[src/rtl/serial_subtractor.sv]
// Bit-serial WIDTH-bit subtractor (a - b, LSB first) with start/busy/done handshake.
// Optional signed-overflow output enabled by defining SERIAL_SUBTRACTOR_OVF_EN.
module serial_subtractor #(
   parameter int unsigned WIDTH = 8
) (
   input  logic             clk,
   input  logic             rst,
   input  logic             start,
   input  logic [WIDTH-1:0] a,
   input  logic [WIDTH-1:0] b,
   output logic             busy,
   output logic             done,
   output logic [WIDTH-1:0] diff,
   output logic             borrow
`ifdef SERIAL_SUBTRACTOR_OVF_EN
  ,output logic             ovf
`endif
);

   localparam int unsigned CW = $clog2(WIDTH);
   localparam int unsigned RW = WIDTH - 1;
   localparam logic [CW-1:0] LAST = CW'(WIDTH - 1);

   typedef enum logic [1:0] {S_IDLE, S_RUN, S_DONE} state_t;

   state_t           state_q, state_d;
   logic [WIDTH-1:0] a_q, a_d, b_q, b_d;
   logic [RW-1:0]    res_q, res_d;
   logic [WIDTH-1:0] diff_q, diff_d;
   logic             br_q, br_d;
   logic             borrow_q, borrow_d;
   logic [CW-1:0]    cnt_q, cnt_d;
   logic             ai, bi, dbit, br_nxt;
`ifdef SERIAL_SUBTRACTOR_OVF_EN
   logic             sa_q, sa_d, sb_q, sb_d, ovf_q, ovf_d;
`endif

   always_comb begin
      ai     = a_q[0];
      bi     = b_q[0];
      dbit   = ai ^ bi ^ br_q;
      br_nxt = (~ai & bi) | (~(ai ^ bi) & br_q);

      state_d  = state_q;
      a_d      = a_q;
      b_d      = b_q;
      res_d    = res_q;
      diff_d   = diff_q;
      br_d     = br_q;
      borrow_d = borrow_q;
      cnt_d    = cnt_q;
`ifdef SERIAL_SUBTRACTOR_OVF_EN
      sa_d     = sa_q;
      sb_d     = sb_q;
      ovf_d    = ovf_q;
`endif

      case (state_q)
         S_IDLE: begin
            if (start) begin
               state_d = S_RUN;
               a_d     = a;
               b_d     = b;
               br_d    = 1'b0;
               cnt_d   = '0;
`ifdef SERIAL_SUBTRACTOR_OVF_EN
               sa_d    = a[WIDTH-1];
               sb_d    = b[WIDTH-1];
`endif
            end
         end
         S_RUN: begin
            a_d   = a_q >> 1;
            b_d   = b_q >> 1;
            br_d  = br_nxt;
            // Result holds only WIDTH-1 bits; the final bit goes straight into diff.
            res_d = RW'({dbit, res_q} >> 1);
            if (cnt_q == LAST) begin
               state_d  = S_DONE;
               diff_d   = {dbit, res_q};
               borrow_d = br_nxt;
`ifdef SERIAL_SUBTRACTOR_OVF_EN
               ovf_d    = (sa_q ^ sb_q) & (dbit ^ sa_q);
`endif
            end else begin
               cnt_d = cnt_q + CW'(1);
            end
         end
         S_DONE:  state_d = S_IDLE;
         default: state_d = S_IDLE;
      endcase
   end

   always_ff @(posedge clk or posedge rst) begin
      if (rst) begin
         state_q  <= S_IDLE;
         a_q      <= '0;
         b_q      <= '0;
         res_q    <= '0;
         diff_q   <= '0;
         br_q     <= 1'b0;
         borrow_q <= 1'b0;
         cnt_q    <= '0;
`ifdef SERIAL_SUBTRACTOR_OVF_EN
         sa_q     <= 1'b0;
         sb_q     <= 1'b0;
         ovf_q    <= 1'b0;
`endif
      end else begin
         state_q  <= state_d;
         a_q      <= a_d;
         b_q      <= b_d;
         res_q    <= res_d;
         diff_q   <= diff_d;
         br_q     <= br_d;
         borrow_q <= borrow_d;
         cnt_q    <= cnt_d;
`ifdef SERIAL_SUBTRACTOR_OVF_EN
         sa_q     <= sa_d;
         sb_q     <= sb_d;
         ovf_q    <= ovf_d;
`endif
      end
   end

   assign busy   = (state_q != S_IDLE);
   assign done   = (state_q == S_DONE);
   assign diff   = diff_q;
   assign borrow = borrow_q;
`ifdef SERIAL_SUBTRACTOR_OVF_EN
   assign ovf    = ovf_q;
`endif

endmodule

[config.mk]
export PLATFORM = sky130hd
export DESIGN_NAME = serial_subtractor
export DESIGN_NICKNAME = d
export VERILOG_FILES = /design/src/rtl/serial_subtractor.sv
export SDC_FILE = /design/constraint.sdc
export NUM_CORES = 1
export LEC_CHECK = 0
export CORE_MARGIN = 2
export CORE_UTILIZATION = 31
export CTS_CLUSTER_DIAMETER = 150
export CTS_CLUSTER_SIZE = 8
export DETAILED_ROUTE_END_ITERATION = 8
export SYNTH_ARGS = -nofsm -noshare
export SYNTH_HDL_FRONTEND = slang
export SYNTH_SLANG_ARGS = --single-unit
[constraint.sdc]
create_clock -name clk -period 4.2 [get_ports clk]
set_input_delay 0.84 -clock clk [delete_from_list [all_inputs] [get_ports clk]]
set_output_delay 0.84 -clock clk [all_outputs]
set_load 0.02 [all_outputs]
# [Word level (Yosys, flattened, before mapping)]
# Index checks and enable logic that the tools add are counted.
[totals] reg_bits=38 input_bits=19
[classes] n_addsub=1 eq_ne=6 muxes=12 bitwise=7 n_reduce_logical=7
[ops] cell="one-hot mux 8 bit (2 select lines)" n=2
[ops] cell="2-to-1 mux 8 bit" n=2
[ops] cell="2-to-1 mux 3 bit" n=2
[ops] cell="inequality test 2 bit (second input constant)" n=3
[ops] cell="one-hot mux 3 bit (2 select lines)" n=1
[ops] cell="AND reduction 2 bit" n=3
[ops] cell="2-to-1 mux 2 bit" n=2
[ops] cell="one-hot mux 2 bit (2 select lines)" n=1
[ops] cell="nonzero test 2 bit" n=2
[ops] cell="adder 3 x 1 -> 3 bit (second input constant)" n=1
[ops] cell="== test 3 bit (second input constant)" n=1
[ops] cell="AND reduction 3 bit" n=1
[ops] cell="bitwise AND 1 bit" n=2
[ops] cell="== test 2 x 1 -> 1 bit (second input constant)" n=1
[ops] cell="== test 2 bit (second input constant)" n=1
[ops] cell="zero test 2 bit" n=1
[ops] cell="NOT 1 bit" n=2
[ops] cell="one-hot mux 1 bit (2 select lines)" n=1
[ops] cell="bitwise XOR 1 bit" n=2
[ops] cell="2-to-1 mux 1 bit" n=1
[ops] cell="OR 1 bit" n=1

# [Longest topological paths before layout]
# Gate-level depths: netlist of the first run.
[logic_depth] ltp_word=5 mapped_depth=5 mapped_depth_nobuf=4

# [Worst setup path after synthesis of the first run]
# No wires, ideal clock.
[synth_path] path_kind="register -> output" start="register state_q[1]" end="output done" arrival_time_ns=1.071 setup_slack_ns=2.289 stages_incl_launch_ff=4 path_cell_list="dfrtp_1 -> buf_4 -> buf_4 -> nor2b_1"
[synth_via] elab_chain_cells=1
[synth_lines] item="start, declared" line_no="26" rtl="state_t state_q, state_d;"
[synth_lines] item="start signal, assigned" line_no="110" rtl="state_q <= state_d;"
[synth_lines] item="== test 2 bit" line_no="127" rtl="assign done = (state_q == S_DONE);"
[synth_lines] item="end, declared" line_no="12" rtl="output logic done,"
# Every way passes these cells.

# [Worst setup path in the final report of the first run]
[layout_path] start="register state_q[1]" end="output busy"
[layout_via] elab_chain_cells=1
[layout_lines] item="nonzero test 2 bit" line_no="126" rtl="assign busy = (state_q != S_IDLE);"
[layout_lines] item="end, declared" line_no="11" rtl="output logic busy,"
# Every way passes these cells.

==> impl_metrics.yaml, run 1 <==
timing:
  worst_slack_ps: 1420
  slew_violations: 0
  final-hold-violation-count: 0
  fmax_ghz: 0.360
  max_slew_margin: 0.395
  rsz0062_at_grt: "no"
  worst_slew_pin_slew_ps: 906
  period_share: 0.662
  clock_skew_ps: 3.73
  timing.setup.tns_ps: 0
  post-route-min-period_ps: 2780
  setup_viol: 0
placed_design:
  dp_hpwl_um: 2250
  place_congestion: 0.719
  placed_area_um2: 2330
  dp.cells: 248
  place.port_buffers: 29
  place_ws_ps: 1410
logic_synthesis:
  synth_edf_count: 0
  mappedNetlistArea_um2: 2010
  async_flop_share: 1.00
  synth.avg_cell_area_um2: 13.4
  syn-num-nets: 172
  ys_warn_count: 0
  ys_types: 26
  netlist_instances: 150
  yosysSeqAreaShare: 0.474
  yosys_register_bits: 38
  ys.flop_type: "dfrtp_1"
floorplanning:
  ios: 30
  die_h_um: 84.5
  dieArea_um2: 7130
  coreArea_um2: 6310
  start_util: 0.318
  rows: 29
  fp.dieW_um: 84.5
cts:
  clkLatencyLatePin_ps: 290
  cts_num_sinks: 38
  clock-root-buffer: "clkbuf_8"
  cts_resized: 0
  cts_setup_buffers: 0
  cts-htree-levels: 2
  clockBufferDepth: 2
  ctsHoldBuffers: 0
  cts_tree: "yes"
  numCtsBuffers: 5
  clk_pin_slew_ps: 70
global_route:
  grt_overflow: 0
  grt_use_total: 0.106
  grt_pass1_wl_um: 5980
  grt_pass1_vias: 1169
  antenna_found_initial: 0
  grt_max_degree: 39
worst_setup_path:
  cp_max_fo: 20
  cp_cell_sequence: "nor2_4, inv_1, clkdlybuf4s50_1"
  crit_path_end_kind: "output pin"
  cp.required_ps: 3360
  start_kind: "flop"
  setup.worst_path.end: "busy"
  reg2reg_depth: 3
  worstReg2RegStart: "state_q[0]"
  critPathLaunch: "state_q[1]"
  critPathSlowestCell: "dfrtp_1"
  worst_r2r_endpoint: "res_q[0]"
  critPathKind: "flop to output pin"
  slowest_delay_ps: 800
  r2r_slack_ps: 2190
  critPathArrivalTime_ps: 1940
cells_and_area:
  syn2layout_area_growth_pct: 20.6
  diodes: 0
  final_common_cell: "dfrtp_1"
  fin_nets: 200
  final_cell_area_um2: 2420
  multi_input_area_um2: 891
  stdcell_count: 256
  drive_gt1_frac: 0.274
  layout_common_cells: "dfrtp_1, clkdlybuf4s50_1, inv_1, mux2_4, nor3b_1"
  seqCellArea_um2: 951
  fillers: 627
power_and_ir_drop:
  p_leak_nw: 1.09
  seqPwrFrac: 0.384
  ir_drop_uv: 374
  clkPwrFrac: 0.150
  power_mw: 1.71
  sw_frac_of_total: 0.344
  cellPowerDensity_nw_per_um2: 705
  pwr-share-comb: 0.466
  p_switching_mw: 0.587
  p_int_mw: 1.12
flow_run:
  max-cap-violations: 0
hold_path:
  hold_path.class: "flop to flop"
routing:
  antenna_left: 0
  vias: 1223
  drc: 0
  detail_route.vias_per_cell: 4.78
  wl_per_cell_um: 13.5
  drtIter0Drc: 43
  drt_wl_total_um: 3460
  drtPass1Iterations: 4
run_status:
  status: "complete, no violations"
## metal layers
metal	vias to the layer above	GRT usage	wire, um	part of all wire
li1	593	-	-	-
met1	595	0.151	1770	0.51
met2	28	0.145	1440	0.42
met3	7	0.0413	186	0.054
met4	0	0.0390	59	0.017
met5	-	0	0	0
## flip-flops by register name (all words and copies together) (netlist names)
register  flops
a_q           8
b_q           8
diff          8
res_q         7
cnt_q         3
state_q       2
borrow        1
br_q          1
## cell families after synthesis
family | synth area share
AND/OR/NAND/NOR | 0.179
flip-flops | 0.474
buffers and inverters | 0.0823
AO/OA/AOI/OAI | 0.123
multiplexers | 0.120
adder cells (fa/ha/maj) | 0.0224
## through the flow
stage                     utilization  hold WS [ps]
final                           0.383           493
after detailed placement        0.369           482
after global placement          0.369           477
after CTS                       0.383           497
after global routing            0.383           504
after floorplan                     -           466
## power groups by stage
stage          Clock (mW)  Sequential [mW]  Combinational, mW
6_report            0.256            0.656              0.795
5_1_grt             0.283            0.682              0.880
4_1_cts             0.266            0.657              0.806
3_5_place_dp            0            0.664              0.803
3_3_place_gp            0            0.659              0.791
2_1_floorplan           0            0.683              0.600
## critical path: cells and delay by family (launching register included)
family / cells / cell delay, ps
flops: 1 / 800
buf+inv: 2 / 680
simple gates: 1 / 160
## worst min-delay path by stage
stage	endpoint	cells after the start	from	slack, ps
final	a_q[7]	1	a_q[7]	490
after floorplan	br_q	1	br_q	470
after CTS	a_q[7]	1	a_q[7]	500
after global placement	a_q[7]	1	a_q[7]	480
after detailed placement	a_q[7]	1	a_q[7]	480
after global routing	a_q[7]	1	a_q[7]	500
## layout make-up
class                      instances  area share
tap                               77      0.0398
clock buffer                       7      0.0357
timing repair buffer              33       0.132
inverter                          19      0.0295
clock inverter                     1     0.00207
multi-input combinational         81       0.368
sequential                        38       0.393
## cells in the mapped netlist (all sizes together), types with 2 or more instances
cell / n / area share
a221oi: 4 / 0.030
a211o: 3 / 0.013
a211oi: 10 / 0.057
and3: 3 / 0.0094
mux2: 16 / 0.12
ha: 2 / 0.012
nor2b: 6 / 0.019
nor4bb: 2 / 0.010
buf: 11 / 0.045
nand2b: 2 / 0.0062
inv: 19 / 0.036
a32o: 2 / 0.010
nor4b: 11 / 0.073
dfrtp: 38 / 0.47
nor3b: 14 / 0.052
Power figures use the tool's default switching activity.
==> run 2: changes to the inputs <==
Clock period 4.2 ns to 2.4 ns, I/O delays scaled along.
==> run 2 against run 1 <==
Against the previous run: non-clock buffer count up 3; hold slack improved by 4.9 ps; clock power grew 78%; die area is the same; final cell count is 1.2% higher; sequential cell count stayed put; critical endpoint unchanged; design area up 1.1%; sequential share of layout area fell by 0.42 points; largest cell class unchanged; via count is 0.25% lower; setup slack got worse by 1200 ps; first-iteration DRC count rose by 4.7%.
==> impl_metrics.yaml, run 2 (synthesis results as in run 1) <==
global_route:
  grt_overflow: 0
  grt_pass1_wl_um: 6150
  grt_max_degree: 39
  antenna_found_initial: 0
  grt_pass1_vias: 1208
  grt_use_total: 0.108
placed_design:
  place_congestion: 0.658
  place_ws_ps: 228
  dp_hpwl_um: 2370
  place.port_buffers: 29
cells_and_area:
  syn2layout_area_growth_pct: 21.9
  final_common_cell: "dfrtp_1"
  diodes: 0
  drive_gt1_frac: 0.291
  layout_common_cells: "dfrtp_1, clkdlybuf4s50_1, inv_1, mux2_4, nor3b_1"
  multi_input_area_um2: 891
  seqCellArea_um2: 951
  fin_nets: 203
  fillers: 634
power_and_ir_drop:
  cellPowerDensity_nw_per_um2: 1230
  p_leak_nw: 1.10
  power_mw: 3.02
  ir_drop_uv: 658
routing:
  antenna_left: 0
  drc: 0
  wl_per_cell_um: 13.8
  drt_wl_total_um: 3570
  vias: 1220
  drtIter0Drc: 45
  drtPass1Iterations: 4
  detail_route.vias_per_cell: 4.71
cts:
  clk_pin_slew_ps: 70
  cts_num_sinks: 38
  cts_setup_buffers: 0
  cts-htree-levels: 2
  clock-root-buffer: "clkbuf_8"
  numCtsBuffers: 5
  ctsHoldBuffers: 0
  cts_tree: "yes"
  cts_resized: 0
  clkLatencyLatePin_ps: 290
  clockBufferDepth: 2
worst_setup_path:
  r2r_slack_ps: 360
  reg2reg_depth: 3
  critPathArrivalTime_ps: 1680
  crit_path_end_kind: "output pin"
  cp_max_fo: 9
  start_kind: "flop"
  cp.required_ps: 1920
  critPathKind: "flop to output pin"
floorplanning:
  dieArea_um2: 7130
  die_h_um: 84.5
  ios: 30
  start_util: 0.318
  rows: 29
  coreArea_um2: 6310
  fp.dieW_um: 84.5
timing:
  worst_slew_pin_slew_ps: 1140
  worst_slack_ps: 244
  post-route-min-period_ps: 2160
  fmax_ghz: 0.464
  slew_violations: 0
  rsz0062_at_grt: "no"
  period_share: 0.898
  clock_skew_ps: 6.04
  final-hold-violation-count: 0
  max_slew_margin: 0.242
  timing.setup.tns_ps: 0
  setup_viol: 0
hold_path:
  min_path_cells: 1
  hold_path.class: "flop to flop"
run_status:
  status: "complete, no violations"
flow_run:
  max-cap-violations: 0
[run 2: cell count changes in the layout (fill, tap and decap cells not counted)]
cell        change
buf_4           +3
clkinvlp_4      +1
clkbuf_1        -1
[run 2: worst max-delay path, cell delays in order (launching register included)]
cell and delay [ps]:
dfrtp_1 510, nor2_4 280, inv_1 60, clkdlybuf4s50_1 540
[run 2: routing by layer]
layer / share of wire / up-vias / track usage / wire [um]
met2: 0.41 / 29 / 0.150 / 1480
met4: 0.0064 / 0 / 0.0303 / 23
li1: - / 598 / - / -
met3: 0.043 / 2 / 0.0383 / 154
met5: 0 / - / 0 / 0
met1: 0.54 / 591 / 0.160 / 1910
[run 2: layout make-up]
| class | instances | area share |
|---|---|---|
| inverter | 19 | 0.0291 |
| tap | 77 | 0.0394 |
| sequential | 38 | 0.389 |
| clock buffer | 6 | 0.0337 |
| clock inverter | 2 | 0.00511 |
| timing repair buffer | 36 | 0.140 |
| multi-input combinational | 81 | 0.364 |
[run 2: worst paths after layout]
path	startpoint	endpoint
min	a_q[7]	a_q[7]
max	state_q[1]	busy
min reg2reg	a_q[7]	a_q[7]
max reg2reg	state_q[0]	diff[0]
max in group asynchronous	rst	b_q[4]
min in group asynchronous	rst	diff[4]
[run 2: metrics by stage]
step | instance area (um2) | instances | hold slack (ps) | util
4_1_cts | 2450 | 259 | 501 | 0.388
5_1_grt | 2450 | 259 | 523 | 0.388
3_3_place_gp | 2350 | 251 | 480 | 0.373
6_report | 2450 | 259 | 498 | 0.388
2_1_floorplan | 2010 | 150 | 466 | -
3_5_place_dp | 2350 | 251 | 485 | 0.373
[run 2: power breakdown]
group	internal [mW]	total (mW)	switching (mW)
sequential	0.950	1.16	0.211
combinational	0.794	1.41	0.613
clock	0.231	0.455	0.224
==> run 3: changes to the inputs <==
Settings changed: GPL_TIMING_DRIVEN from default to 0.
==> run 3 against run 2 <==
Against the previous run: clock skew up 2.8 ps; power rose by 2.0%; largest power group unchanged; count of clock-buffer cells in the layout rose by 1; first-iteration DRC count fell by 6.7%.
==> impl_metrics.yaml, run 3 (synthesis results as in run 1) <==
floorplanning:
  fp.dieW_um: 84.5
  dieArea_um2: 7130
  coreArea_um2: 6310
  rows: 29
  start_util: 0.318
  die_h_um: 84.5
  ios: 30
timing:
  final-hold-violation-count: 0
  worst_slack_ps: 127
  post-route-min-period_ps: 2270
  fmax_ghz: 0.440
  setup_viol: 0
  clock_skew_ps: 8.80
  timing.setup.tns_ps: 0
  slew_violations: 0
  max_slew_margin: 0.481
  rsz0062_at_grt: "no"
  period_share: 0.947
  worst_slew_pin_slew_ps: 777
cells_and_area:
  fillers: 632
  multi_input_area_um2: 891
  final_common_cell: "dfrtp_1"
  seqCellArea_um2: 951
  drive_gt1_frac: 0.305
  diodes: 0
  fin_nets: 208
  stdcell_count: 264
  syn2layout_area_growth_pct: 23.8
  layout_common_cells: "dfrtp_1, clkdlybuf4s50_1, inv_1, mux2_4, nor3b_1"
cts:
  cts_setup_buffers: 0
  clockBufferDepth: 2
  cts_resized: 1
  clock-root-buffer: "clkbuf_8"
  clkLatencyLatePin_ps: 290
  numCtsBuffers: 5
  cts-htree-levels: 2
  cts_num_sinks: 38
  cts_tree: "yes"
  ctsHoldBuffers: 0
  clk_pin_slew_ps: 70
worst_setup_path:
  cp_cell_sequence: "buf_4, nor2_4, inv_1, clkdlybuf4s50_1"
  critPathArrivalTime_ps: 1790
  critPathKind: "flop to output pin"
  crit_path_end_kind: "output pin"
  start_kind: "flop"
  critPathSlowestCell: "clkdlybuf4s50_1"
  slowest_delay_ps: 530
  cp_max_fo: 10
  cp.required_ps: 1920
placed_design:
  place_ws_ps: 295
  dp.cells: 256
  place.port_buffers: 29
  dp_hpwl_um: 2500
  place_congestion: 0.720
hold_path:
  hold_path.class: "flop to flop"
flow_run:
  max-cap-violations: 0
global_route:
  antenna_found_initial: 0
  grt_use_total: 0.117
  grt_max_degree: 39
  grt_pass1_vias: 1271
  grt_pass1_wl_um: 6440
  grt_overflow: 0
power_and_ir_drop:
  cellPowerDensity_nw_per_um2: 1240
  ir_drop_uv: 619
  p_leak_nw: 1.13
  power_mw: 3.08
routing:
  drtIter0Drc: 42
  drtPass1Iterations: 4
  drt_wl_total_um: 3760
  antenna_left: 0
  detail_route.vias_per_cell: 4.81
  vias: 1270
  wl_per_cell_um: 14.2
  drc: 0
run_status:
  status: "complete, no violations"
-- run 3: per-stage QoR --
stage	utilization	hold slack [ps]	cell area, um2
floorplan	-	466	2010
global placement	0.379	483	2390
detailed placement	0.379	486	2390
CTS	0.393	504	2480
global route	0.393	525	2480
finish	0.393	502	2480
-- run 3: cell type report --
type,count,area share
inverter,19,0.0287
timing repair buffer,29,0.116
clock inverter,1,0.00202
sequential,38,0.383
clock buffer,7,0.0348
buffer,12,0.0378
tap,77,0.0388
multi-input combinational,81,0.359
-- run 3: critical path: cells and delay by family, from the launching register on --
kind                   cells  cell delay, ps
buffers and inverters      3             820
flip-flops                 1             440
AND/OR/NAND/NOR            1             250
-- run 3: power breakdown --
group / internal (mW) / total, mW / switching [mW]
logic: 0.833 / 1.49 / 0.656
clock network: 0.232 / 0.462 / 0.230
registers: 0.949 / 1.13 / 0.180
-- run 3: worst paths after layout --
check | start | endpoint | slack [ps] | cells after the start
min | a_q[7] | a_q[7] | 500 | 1
max in group asynchronous | rst | a_q[2] | 1260 | 2
max | state_q[1] | busy | 130 | 4
min reg2reg | a_q[7] | a_q[7] | 500 | 1
max reg2reg | cnt_q[0] | diff[1] | 770 | 5
min in group asynchronous | rst | cnt_q[0] | 650 | 2
-- run 3: routing by layer --
| metal | up-vias | global-route usage | routed length [um] |
|---|---|---|---|
| li1 | 607 | - | - |
| met1 | 626 | 0.163 | 1890 |
| met2 | 30 | 0.171 | 1660 |
| met3 | 7 | 0.0305 | 148 |
| met4 | 0 | 0.0519 | 64 |
| met5 | - | 0 | 0 |
